$ cat config.mk
export PLATFORM = sky130hd
export DESIGN_NAME = param_alu_datapath
export DESIGN_NICKNAME = d
export VERILOG_FILES = /design/src/rtl/param_alu_datapath.sv
export SDC_FILE = /design/constraint.sdc
export NUM_CORES = 1
export LEC_CHECK = 0
export CORE_MARGIN = 8
export CORE_UTILIZATION = 40
export DETAILED_ROUTE_END_ITERATION = 12
export GPL_ROUTABILITY_DRIVEN = 0
export GPL_TIMING_DRIVEN = 0
export PLACE_DENSITY = 0.56
export SLEW_MARGIN = 30
export SYNTH_ARGS = -nofsm -noshare
export SYNTH_HDL_FRONTEND = slang
export SYNTH_SLANG_ARGS = --single-unit
export TNS_END_PERCENT = 1
$ cat constraint.sdc
create_clock -name clk -period 10 [get_ports clk]
set_clock_uncertainty 0.05 [all_clocks]
set_input_delay 1 -clock clk [delete_from_list [all_inputs] [get_ports clk]]
set_output_delay 1 -clock clk [all_outputs]
set_load 0.02 [all_outputs]
$ cat src/rtl/param_alu_datapath.sv
// Multicycle register-file/ALU datapath with a built-in IDLE->DECODE->EXEC->
// WRITEBACK sequencer. One 16-bit CR16-style instruction is accepted per
// valid/ready handshake; results and PSR flags commit in WRITEBACK.
module param_alu_datapath #(
    parameter int WIDTH = 16,
    parameter int NREGS = 16,
    parameter int IMM_W = 8,
    localparam int AW   = (NREGS > 1) ? $clog2(NREGS) : 1
) (
    input  logic             clk,
    input  logic             reset,
    input  logic             instr_valid,
    output logic             instr_ready,
    input  logic [15:0]      instr,
    input  logic             ext_load,
    input  logic [AW-1:0]    ext_addr,
    input  logic [WIDTH-1:0] ext_data,
    input  logic [AW-1:0]    dbg_addr,
    output logic [WIDTH-1:0] dbg_data,
    output logic             wb_valid,
    output logic [AW-1:0]    wb_addr,
    output logic [WIDTH-1:0] wb_data,
    output logic [4:0]       flags,
    output logic             illegal,
    output logic             busy
);

    localparam int MSB = WIDTH - 1;

    // Opcodes are shared by the R form (instr[7:4]) and the I form (instr[15:12]).
    localparam logic [3:0] OP_AND = 4'b0001;
    localparam logic [3:0] OP_OR  = 4'b0010;
    localparam logic [3:0] OP_XOR = 4'b0011;
    localparam logic [3:0] OP_ADD = 4'b0101;
    localparam logic [3:0] OP_SUB = 4'b1001;
    localparam logic [3:0] OP_CMP = 4'b1011;
    localparam logic [3:0] OP_MOV = 4'b1101;

    typedef enum logic [1:0] {S_IDLE, S_DECODE, S_EXEC, S_WB} state_t;

    state_t             state_q, state_d;
    logic [WIDTH-1:0]   regs_q [NREGS];
    logic [15:0]        instr_q;
    logic [WIDTH-1:0]   a_q, b_q, res_q;
    logic [3:0]         op_q;
    logic [AW-1:0]      rdest_q;
    logic               bad_q;
    logic [4:0]         flags_q, nflags_q;

    // Decode-stage signals
    logic               dec_is_r, dec_logic, dec_op_ok, dec_bad;
    logic [3:0]         dec_op, dec_rdest, dec_rsrc;
    logic [IMM_W-1:0]   dec_imm;
    logic [WIDTH-1:0]   a_d, b_d, rsrc_val;

    // Exec-stage signals
    logic [WIDTH:0]     sum_w, diff_w;
    logic [WIDTH-1:0]   res_d;
    logic [4:0]         nflags_d;
    logic               fc_d, fl_d, ff_d, fz_d, fn_d;

    // Sequencer state register
    always_ff @(posedge clk or posedge reset) begin
        // NOTE: sequential state always uses non-blocking (<=) so every flop samples pre-edge values.
        if (reset) state_q <= S_IDLE;
        else       state_q <= state_d;
    end

    // Next-state logic: only IDLE waits, on an accepted handshake
    always_comb begin
        // NOTE: default first so every path assigns state_d and no latch is inferred.
        state_d = state_q;
        unique case (state_q)
            S_IDLE:   if (instr_valid && instr_ready) state_d = S_DECODE;
            S_DECODE: state_d = S_EXEC;
            S_EXEC:   state_d = S_WB;
            S_WB:     state_d = S_IDLE;
            default:  state_d = S_IDLE;
        endcase
    end

    // Instruction field decode and operand fetch from the latched instruction
    always_comb begin
        dec_is_r  = (instr_q[15:12] == 4'b0000);
        dec_op    = dec_is_r ? instr_q[7:4] : instr_q[15:12];
        dec_rdest = instr_q[11:8];
        dec_rsrc  = instr_q[3:0];
        dec_imm   = instr_q[IMM_W-1:0];
        dec_logic = (dec_op == OP_AND) || (dec_op == OP_OR) || (dec_op == OP_XOR);
        dec_op_ok = dec_logic || (dec_op == OP_ADD) || (dec_op == OP_SUB) ||
                    (dec_op == OP_CMP) || (dec_op == OP_MOV);
        dec_bad   = !dec_op_ok || (int'(dec_rdest) >= NREGS) ||
                    (dec_is_r && (int'(dec_rsrc) >= NREGS));
        a_d       = (int'(dec_rdest) < NREGS) ? regs_q[dec_rdest[AW-1:0]] : '0;
        rsrc_val  = (int'(dec_rsrc) < NREGS) ? regs_q[dec_rsrc[AW-1:0]] : '0;
        // Logical ops zero-extend the immediate; arithmetic and MOV sign-extend it.
        if (dec_is_r)       b_d = rsrc_val;
        else if (dec_logic) b_d = WIDTH'(dec_imm);
        else                b_d = WIDTH'($signed(dec_imm));
    end

    assign sum_w  = {1'b0, a_q} + {1'b0, b_q};
    assign diff_w = {1'b0, a_q} - {1'b0, b_q};

    // ALU result and next PSR; flags not touched by an op keep their value
    always_comb begin
        res_d = b_q;
        fc_d  = flags_q[4];
        fl_d  = flags_q[3];
        ff_d  = flags_q[2];
        fz_d  = flags_q[1];
        fn_d  = flags_q[0];
        case (op_q)
            OP_AND: res_d = a_q & b_q;
            OP_OR:  res_d = a_q | b_q;
            OP_XOR: res_d = a_q ^ b_q;
            OP_ADD: begin
                res_d = sum_w[MSB:0];
                fc_d  = sum_w[WIDTH];
                ff_d  = (a_q[MSB] == b_q[MSB]) && (sum_w[MSB] != a_q[MSB]);
            end
            OP_SUB: begin
                res_d = diff_w[MSB:0];
                fc_d  = diff_w[WIDTH];
                ff_d  = (a_q[MSB] != b_q[MSB]) && (diff_w[MSB] != a_q[MSB]);
            end
            OP_CMP: begin
                fz_d = (a_q == b_q);
                fl_d = (a_q < b_q);
                fn_d = ($signed(a_q) < $signed(b_q));
            end
            default: res_d = b_q;
        endcase
        if (op_q != OP_CMP) begin
            fz_d = (res_d == '0);
            fn_d = res_d[MSB];
        end
        nflags_d = {fc_d, fl_d, ff_d, fz_d, fn_d};
    end

    // Pipeline holding registers and PSR, advanced once per sequencer state
    always_ff @(posedge clk or posedge reset) begin
        if (reset) begin
            instr_q  <= '0;
            a_q      <= '0;
            b_q      <= '0;
            op_q     <= '0;
            rdest_q  <= '0;
            bad_q    <= 1'b0;
            res_q    <= '0;
            nflags_q <= '0;
            flags_q  <= '0;
        end else begin
            case (state_q)
                S_IDLE: if (instr_valid && instr_ready) instr_q <= instr;
                S_DECODE: begin
                    a_q     <= a_d;
                    b_q     <= b_d;
                    op_q    <= dec_op;
                    rdest_q <= dec_rdest[AW-1:0];
                    bad_q   <= dec_bad;
                end
                S_EXEC: begin
                    res_q    <= res_d;
                    nflags_q <= nflags_d;
                end
                S_WB: if (!bad_q) flags_q <= nflags_q;
                default: ;
            endcase
        end
    end

    // Register file: external load in IDLE, instruction result in WRITEBACK
    always_ff @(posedge clk or posedge reset) begin
        if (reset) begin
            // NOTE: the register file is architecturally cleared by reset, so it is built from flops, not a RAM macro.
            for (int i = 0; i < NREGS; i++) regs_q[i] <= '0;
        end else if (state_q == S_IDLE) begin
            if (ext_load && (int'(ext_addr) < NREGS)) regs_q[ext_addr] <= ext_data;
        end else if (wb_valid) begin
            regs_q[rdest_q] <= res_q;
        end
    end

    assign instr_ready = (state_q == S_IDLE) && !ext_load;
    assign busy        = (state_q != S_IDLE);
    assign wb_valid    = (state_q == S_WB) && !bad_q && (op_q != OP_CMP);
    assign illegal     = (state_q == S_WB) && bad_q;
    assign wb_addr     = rdest_q;
    assign wb_data     = res_q;
    assign flags       = flags_q;
    assign dbg_data    = (int'(dbg_addr) < NREGS) ? regs_q[dbg_addr] : '0;

endmodule

== After elaboration in Yosys (flattened, before gate mapping) ==
Index checks and enable logic that the tools add are counted.
Storage, ports and cells
  flip-flop bits (word level): 341
  bits of input ports: 44
  output and inout port bits: 45
  word-level logic and storage cells: 127
Operators by class
  add/subtract/negate cells: 2
  order comparisons: 9
  eq/ne operators: 24
  mux-type cells: 31
  bitwise logic cells: 9
  reduce and logical (&&, ||, !) cells: 26
Operators by type and width (number)
  two-way mux 256 bit: 3
  bitwise mux 256 bit: 2
  binary-select mux 16 bit (select 4 bit): 3
  two-way mux 16 bit: 10
  demux 16 bit (select 4 bit): 2
  one-hot mux 16 bit (5 select lines): 1
  < comparator 16 bit: 2
  >= comparator 5 bit (second input constant): 5
  NOT 4 -> 5 bit: 5
  == test 4 bit (second input constant): 5
  adder 16 x 16 -> 17 bit: 1
  subtractor 16 x 16 -> 17 bit: 1
  AND 16 bit: 1
  == test 16 bit: 1
  == test 4 x 2 -> 1 bit (second input constant): 4
  zero test 16 bit: 1
  bitwise OR 16 bit: 1
  bitwise XOR 16 bit: 1
  < comparator 5 x 1 -> 1 bit (second input constant): 2
  logical AND 1 bit: 9
  == test 4 x 1 -> 1 bit (second input constant): 2
  == test 4 x 3 -> 1 bit (second input constant): 2
  one-hot mux 2 bit (4 select lines): 1
  logical OR 1 bit: 6
  other kinds (16): 30

== Depth between registers and ports, before layout ==
  depth in word-level cells: 10
  depth in mapped cells: 13
  depth with buffers taken out: 13

== Worst setup path before layout ==
No wires, ideal clock.
  kind: input-to-output
  start: input port dbg_addr[0]
  end: output port dbg_data[15]
  arrival time: 3.019 ns
  data required time: 8.950 ns
  slack: 5.931 ns
  stages on the path: 4
  path buffers: 2
  cells stage by stage: clkbuf_1 -> buf_1 -> mux4_2 -> mux4_2
Between the ends
  cells in the longest elaborated chain, start to end: 4
Ends and longest elaborated chain
  from (decl): RTL line 18  | input logic [AW-1:0] dbg_addr,
  NOT 4 -> 5 bit (not written as such): RTL line 192  | assign dbg_data = (int'(dbg_addr) < NREGS) ? regs_q[dbg_addr] : '0;
  binary-select mux 16 bit (select 4 bit): RTL line 192
  two-way mux 16 bit (not written as such) (2 in series): RTL line 192
  to (decl): RTL line 19  | output logic [WIDTH-1:0] dbg_data,
Every way passes these cells. The select of a mux whose other input is x is not followed.

== Worst setup path in the final report ==
  start: input port dbg_addr[1]
  end: output port dbg_data[5]
Same word-level chain as after synthesis.

==> qor.txt <==
Status = complete, no violations
Slew Viols, Final = 0
Final setup viols = 0
Rows = 89
Post-DP HPWL = 76000 um
Post-DR wirelength/cell = 31.33 um
Yosys warning count = 0
Largest net degree at the start of global routing = 30
Initial antenna violation count = 2
Worst EP required = 8.95 ns
Vias in the first global route = 21520
P_sw = 4.909 mW
Area Growth Syn to Fin = 14.88%
Crit Path Class = primary input to output port
Path type of the worst min-delay path = flop to flop
Hold path depth = 1
Port Buffers = 80
Filler cells = 5475
GRT overflow = 0
RSZ-0062 raised after global routing = no
Drt first pass iters = 6
Reg-to-reg slack, setup = 5.95 ns
Layout cells sized above 1 = 0.1832
Most frequent cells in the layout = dfrtp_1, o221ai_1, o21a_1
CTS Hold Bufs = 0
Final Cycle Share = 0.5407
Min cycle time layout = 5.407 ns
Final Hold Viols = 0
Most common cell after layout, fill and taps aside = dfrtp_1
Die height = 259.6 um
Final net count = 2335
DRT iter0 DRCs = 2476
Leak = 9.972 nW
# resized after CTS = 0
Total CTS buffers = 42
Syn Area/Cell = 11.33 um^2
Startpoint class of the critical path = primary input
Vias per cell = 6.920
Proportion of synthesized flip-flops having asynchronous set or reset = 1.000
Flop pwr share = 0.269
DR vias = 21020
Worst Tran Pin Value = 1.067 ns
Power per cell area = 389.0 nW/um^2
CP max FO = 10
Max Root-Sink Buffers = 3
Logic pwr share = 0.582
Die Width = 259.6 um
Setup Buffers After CTS = 0
CTS tree = built
Multi-input gate area = 14040 um^2
Maxcap violations = 0
Number of synthesized flops with an enable pin = 0
Synth unique cells = 80
Drt total wl = 95190 um
Reg2Reg Depth = 11
Worst setup margin = 4.593 ns
CP arrival = 4.36 ns
CTS Root Cell = clkbuf_16
Worst IR Drop VDD = 0.1449 mV
Starting Density = 0.4037
FMAX = 0.1850 GHz
Remaining DRCs = 0
Setup_tns = 0 ns
Core area = 58800 um^2
Synth Instances = 2094
Int Power = 5.696 mW
Seq/Total Area, Yosys = 0.3595
Die area = 67390 um^2
Clk Latency, worst-skew pair = 0.59 ns
Register bit total from synthesis = 341
Maximum level of the CTS H-tree = 2
Sw Share = 0.4629
Syn nets = 2197
Number of diodes = 0
CTS Sinks = 341
Top_reg_cell synth = dfrtp_1
First-pass GRT wire length = 140800 um
Clk slew on worst S/H paths = 0.06 ns
Clock network power share = 0.149
Routed Antenna Nets = 0
Io pins = 89
Worst slack, placed = 4.595 ns
Storage cell area = 8533 um^2
Slew HR = 0.2870
CP Capture Type = output port
Overall Global Routing Usage = 0.2789
Mapped Area = 23740 um^2
## layout make-up
class,count,share of cell area
Tap cell,773,0.03547
Sequential cell,341,0.3130
Multi-Input combinational cell,1460,0.5149
Timing Repair Buffer,94,0.04075
Buffer,237,0.03584
Clock inverter,10,0.003120
Inverter,56,0.007847
Clock buffer,67,0.04910
## per-stage QoR
step | utilization | instance area, um^2 | hold slack, ns | power (mW) | std cells
final | 0.4637 | 27270 | 0.4591 | 10.61 | 3038
after global routing | 0.4637 | 27270 | 0.4880 | 11.07 | 3038
after CTS | 0.4637 | 27260 | 0.4645 | 10.42 | 3038
after detailed placement | 0.4394 | 25840 | 0.4519 | 8.802 | 2961
after global placement | 0.4338 | 25510 | 0.4358 | 8.618 | 2947
after floorplan | - | 23740 | 0.3993 | 6.627 | 2094
## power groups by stage
stage	clock, mW	combinational (mW)	sequential (mW)
6_report	1.58	6.17	2.85
3_5_place_dp	0	5.98	2.83
5_1_grt	1.66	6.47	2.94
4_1_cts	1.60	6.01	2.81
2_1_floorplan	0	4.05	2.58
3_3_place_gp	0	5.87	2.75
## synthesized netlist by cell type, types with 5 or more instances
library cell | n | share of area
inv_1 | 55 | 0.0087
o21a_1 | 244 | 0.077
nor2b_1 | 17 | 0.0045
xnor2_1 | 5 | 0.0018
a211oi_1 | 11 | 0.0035
a22oi_1 | 20 | 0.0063
o31ai_1 | 6 | 0.0019
nor2_1 | 104 | 0.016
a21o_1 | 9 | 0.0028
o22ai_1 | 8 | 0.0021
buf_1 | 28 | 0.0044
mux2i_1 | 16 | 0.0067
mux2_2 | 42 | 0.020
clkbuf_1 | 183 | 0.029
and3_1 | 8 | 0.0021
nor3_1 | 14 | 0.0030
buf_2 | 18 | 0.0038
nand2b_1 | 8 | 0.0021
nor4_1 | 9 | 0.0024
a31oi_1 | 9 | 0.0024
nor3b_1 | 6 | 0.0019
mux4_2 | 233 | 0.22
o221ai_1 | 245 | 0.090
nand3_1 | 39 | 0.0082
ha_1 | 57 | 0.030
nand2_1 | 111 | 0.018
o21ai_0 | 67 | 0.014
a21oi_1 | 83 | 0.018
dfrtp_1 | 341 | 0.36
## layer usage
| metal | vias to the layer above | wire length (um) | global-route usage |
|---|---|---|---|
| li1 | 8660 | - | - |
| met1 | 10680 | 35240 | 0.3475 |
| met2 | 1376 | 45490 | 0.4569 |
| met3 | 299 | 9434 | 0.06174 |
| met4 | 4 | 5005 | 0.1364 |
| met5 | - | 31 | 0 |
## registers in the layout, indices dropped and copies added (netlist names)
signal,count
regs_q,256
a_q,16
b_q,16
instr_q,16
wb_data,16
flags,5
nflags_q,5
op_q,4
wb_addr,4
state_q,2
bad_q,1
## cell families after synthesis
logic type	Yosys count	synth area share
adder cells (fa/ha/maj)	59	0.03173
flip-flops	341	0.3595
AO/OA/AOI/OAI	754	0.2388
AND/OR/NAND/NOR	349	0.07043
buffers and inverters	293	0.04918
XOR/XNOR	7	0.002583
multiplexers	291	0.2478
## path summary, 6_finish.rpt
path,from,end
setup / recovery,dbg_addr[1],dbg_data[5]
hold / removal,flags[1],flags[1]
setup reg to reg,state_q[0],regs_q[16]
hold reg to reg,flags[1],flags[1]
max in group asynchronous,reset,regs_q[98]
min in group asynchronous,reset,nflags_q[3]
## critical path, cell delays in order
cell,delay [ns]
clkbuf_1,0.56
clkbuf_1,0.59
buf_1,0.62
mux4_2,0.44
mux4_2,0.55
clkdlybuf4s50_1,0.58
Power figures use the tool's default switching activity.
==> edit, RTL diff (same flow settings) <==
Change the parameter `IMM_W` from 8 to 12.
--- a/src/rtl/param_alu_datapath.sv
+++ b/src/rtl/param_alu_datapath.sv
@@ -6,3 +6,3 @@
     parameter int NREGS = 16,
-    parameter int IMM_W = 8,
+    parameter int IMM_W = 12,
     localparam int AW   = (NREGS > 1) ? $clog2(NREGS) : 1
Behaviour: not the same (a bounded check fails within 4 cycles, from zero or initial values and one cycle with reset high).
==> edit against the unedited design <==
  * Register-to-register slack worse by 0.39 ns
  * Setup slack worse by 0.025 ns
  * Critical endpoint is now dbg_data[9]
  * Global-route usage is 1.2 points higher
  * Total power is 0.60% higher
  * Design area is 0.23% lower
  * Synthesized cell count is 0.72% higher
  * Wire length is 3.8% higher
  * Largest power group unchanged
  * Critical path type unchanged
  * Area after synthesis is 0.13% lower
  * Sequential cell count stayed put
==> edit: results (changes against the unedited design) <==
metric;value;unit;change
outcome;complete, no violations;;unchanged
synth_area_leaders;dfrtp_1 36%, mux4_2 21%, o221ai_1 8.9%, o21a_1 7.7%, clkbuf_1 3.0%;;was dfrtp_1 36%, mux4_2 22%, o221ai_1 9.0%, o21a_1 7.7%, ha_1 3.0%
critPathMaxFanout;10;;unchanged
yosys-top-cells-count;341 x dfrtp_1, 242 x o21a_1, 242 x o221ai_1, 226 x mux4_2, 190 x clkbuf_1;;was 341 x dfrtp_1, 245 x o221ai_1, 244 x o21a_1, 233 x mux4_2, 183 x clkbuf_1
fin_hold_ws;0.459;ns;about the same
drive_gt1_frac;0.183;;about the same
grt_use_total;0.290;;was 0.279
antenna_found_initial;2;;unchanged
r2r_setup_slack;5.56;ns;was 5.95 ns
via_count;21300;;was 21000
leakagePower;9.92;nW;was 9.97 nW
grt_pass1_wl;146000;µm;was 141000 µm
r2r_end;regs_q[18];;was regs_q[16]
clockBufferDepth;3;;unchanged
port_buffers;80;;unchanged
dpl.hpwl;78800;µm;was 76000 µm
hold_path_class;reg -> reg;;unchanged
final_nets;2348;;was 2335
grt_pass1_vias;21500;;about the same
slew_headroom;0.291;;was 0.287
dr.pass1.iters;8;;was 6
cts-buffers-inserted;40;;was 42
ir_drop;0.000151;V;was 0.000145 V
yosysSeqAreaShare;0.360;;about the same
holdPathEnd;flags[3];;was flags[1]
worstHoldStart;nflags_q[3];;was flags[1]
postCtsResizedCells;0;;unchanged
cts_setup_buffers;0;;unchanged
wl;98800;µm;was 95200 µm
first_iter_violations;2807;;was 2476
worstPathArrival;4.38;ns;was 4.36 ns
synth_fp_nets;2212;;was 2197
==> edit: report_power, final <==
group | leakage, nW | internal, mW | total (mW) | switching, mW
combinational | 5.07 | 2.65 | 6.19 | 3.55
sequential | 4.16 | 2.07 | 2.88 | 0.812
clock | 0.693 | 0.957 | 1.60 | 0.639
total | 9.92 | 5.67 | 10.7 | 5.00
==> edit: worst max-delay path by stage <==
| stage | startpoint | endpoint | slack, ns | cells past startpoint |
|---|---|---|---|---|
| floorplan | reset | a_q[0] | 4.39 | 1 |
| global placement | reset | regs_q[66] | 1.73 | 2 |
| detailed placement | dbg_addr[1] | dbg_data[7] | 4.57 | 6 |
| CTS | dbg_addr[1] | dbg_data[7] | 4.55 | 6 |
| global route | dbg_addr[1] | dbg_data[7] | 4.46 | 6 |
| finish | dbg_addr[1] | dbg_data[9] | 4.57 | 6 |
==> edit: through the flow <==
| step | area (µm²) | std cells | total power, mW |
|---|---|---|---|
| after floorplan | 23700 | 2109 | 6.60 |
| after global placement | 25500 | 2962 | 8.66 |
| after detailed placement | 25800 | 2976 | 8.83 |
| after CTS | 27200 | 3049 | 10.5 |
| after global routing | 27200 | 3049 | 11.1 |
| final | 27200 | 3049 | 10.7 |
==> edit: critical path, stage by stage <==
cell	delay [ns]
clkbuf_1	0.57
clkbuf_1	0.61
clkbuf_1	0.62
mux4_2	0.45
mux4_2	0.55
clkdlybuf4s50_1	0.57
==> edit: layer usage <==
metal / track usage / up-vias / routed length (µm)
met5: 0.00950 / - / 102
met4: 0.146 / 6 / 5810
met3: 0.0740 / 315 / 9870
met2: 0.467 / 1374 / 46400
met1: 0.360 / 10900 / 36600
li1: - / 8715 / -
==> edit: final cells by class <==
| class | instances | area [µm²] |
|---|---|---|
| timing repair buffer | 94 | 1090 |
| clock inverter | 15 | 214 |
| inverter | 55 | 210 |
| sequential | 341 | 8530 |
| buffer | 242 | 1000 |
| fill | 5480 | 31600 |
| multi-input combinational | 1471 | 14000 |
| clock buffer | 58 | 1190 |
| tap | 773 | 967 |
==> edit: cells by family after synthesis <==
group           synth area share
simple gates              0.0707
flops                      0.360
xor+xnor                 0.00148
fa+ha+maj                 0.0318
compound gates             0.240
buf+inv                   0.0496
mux                        0.246
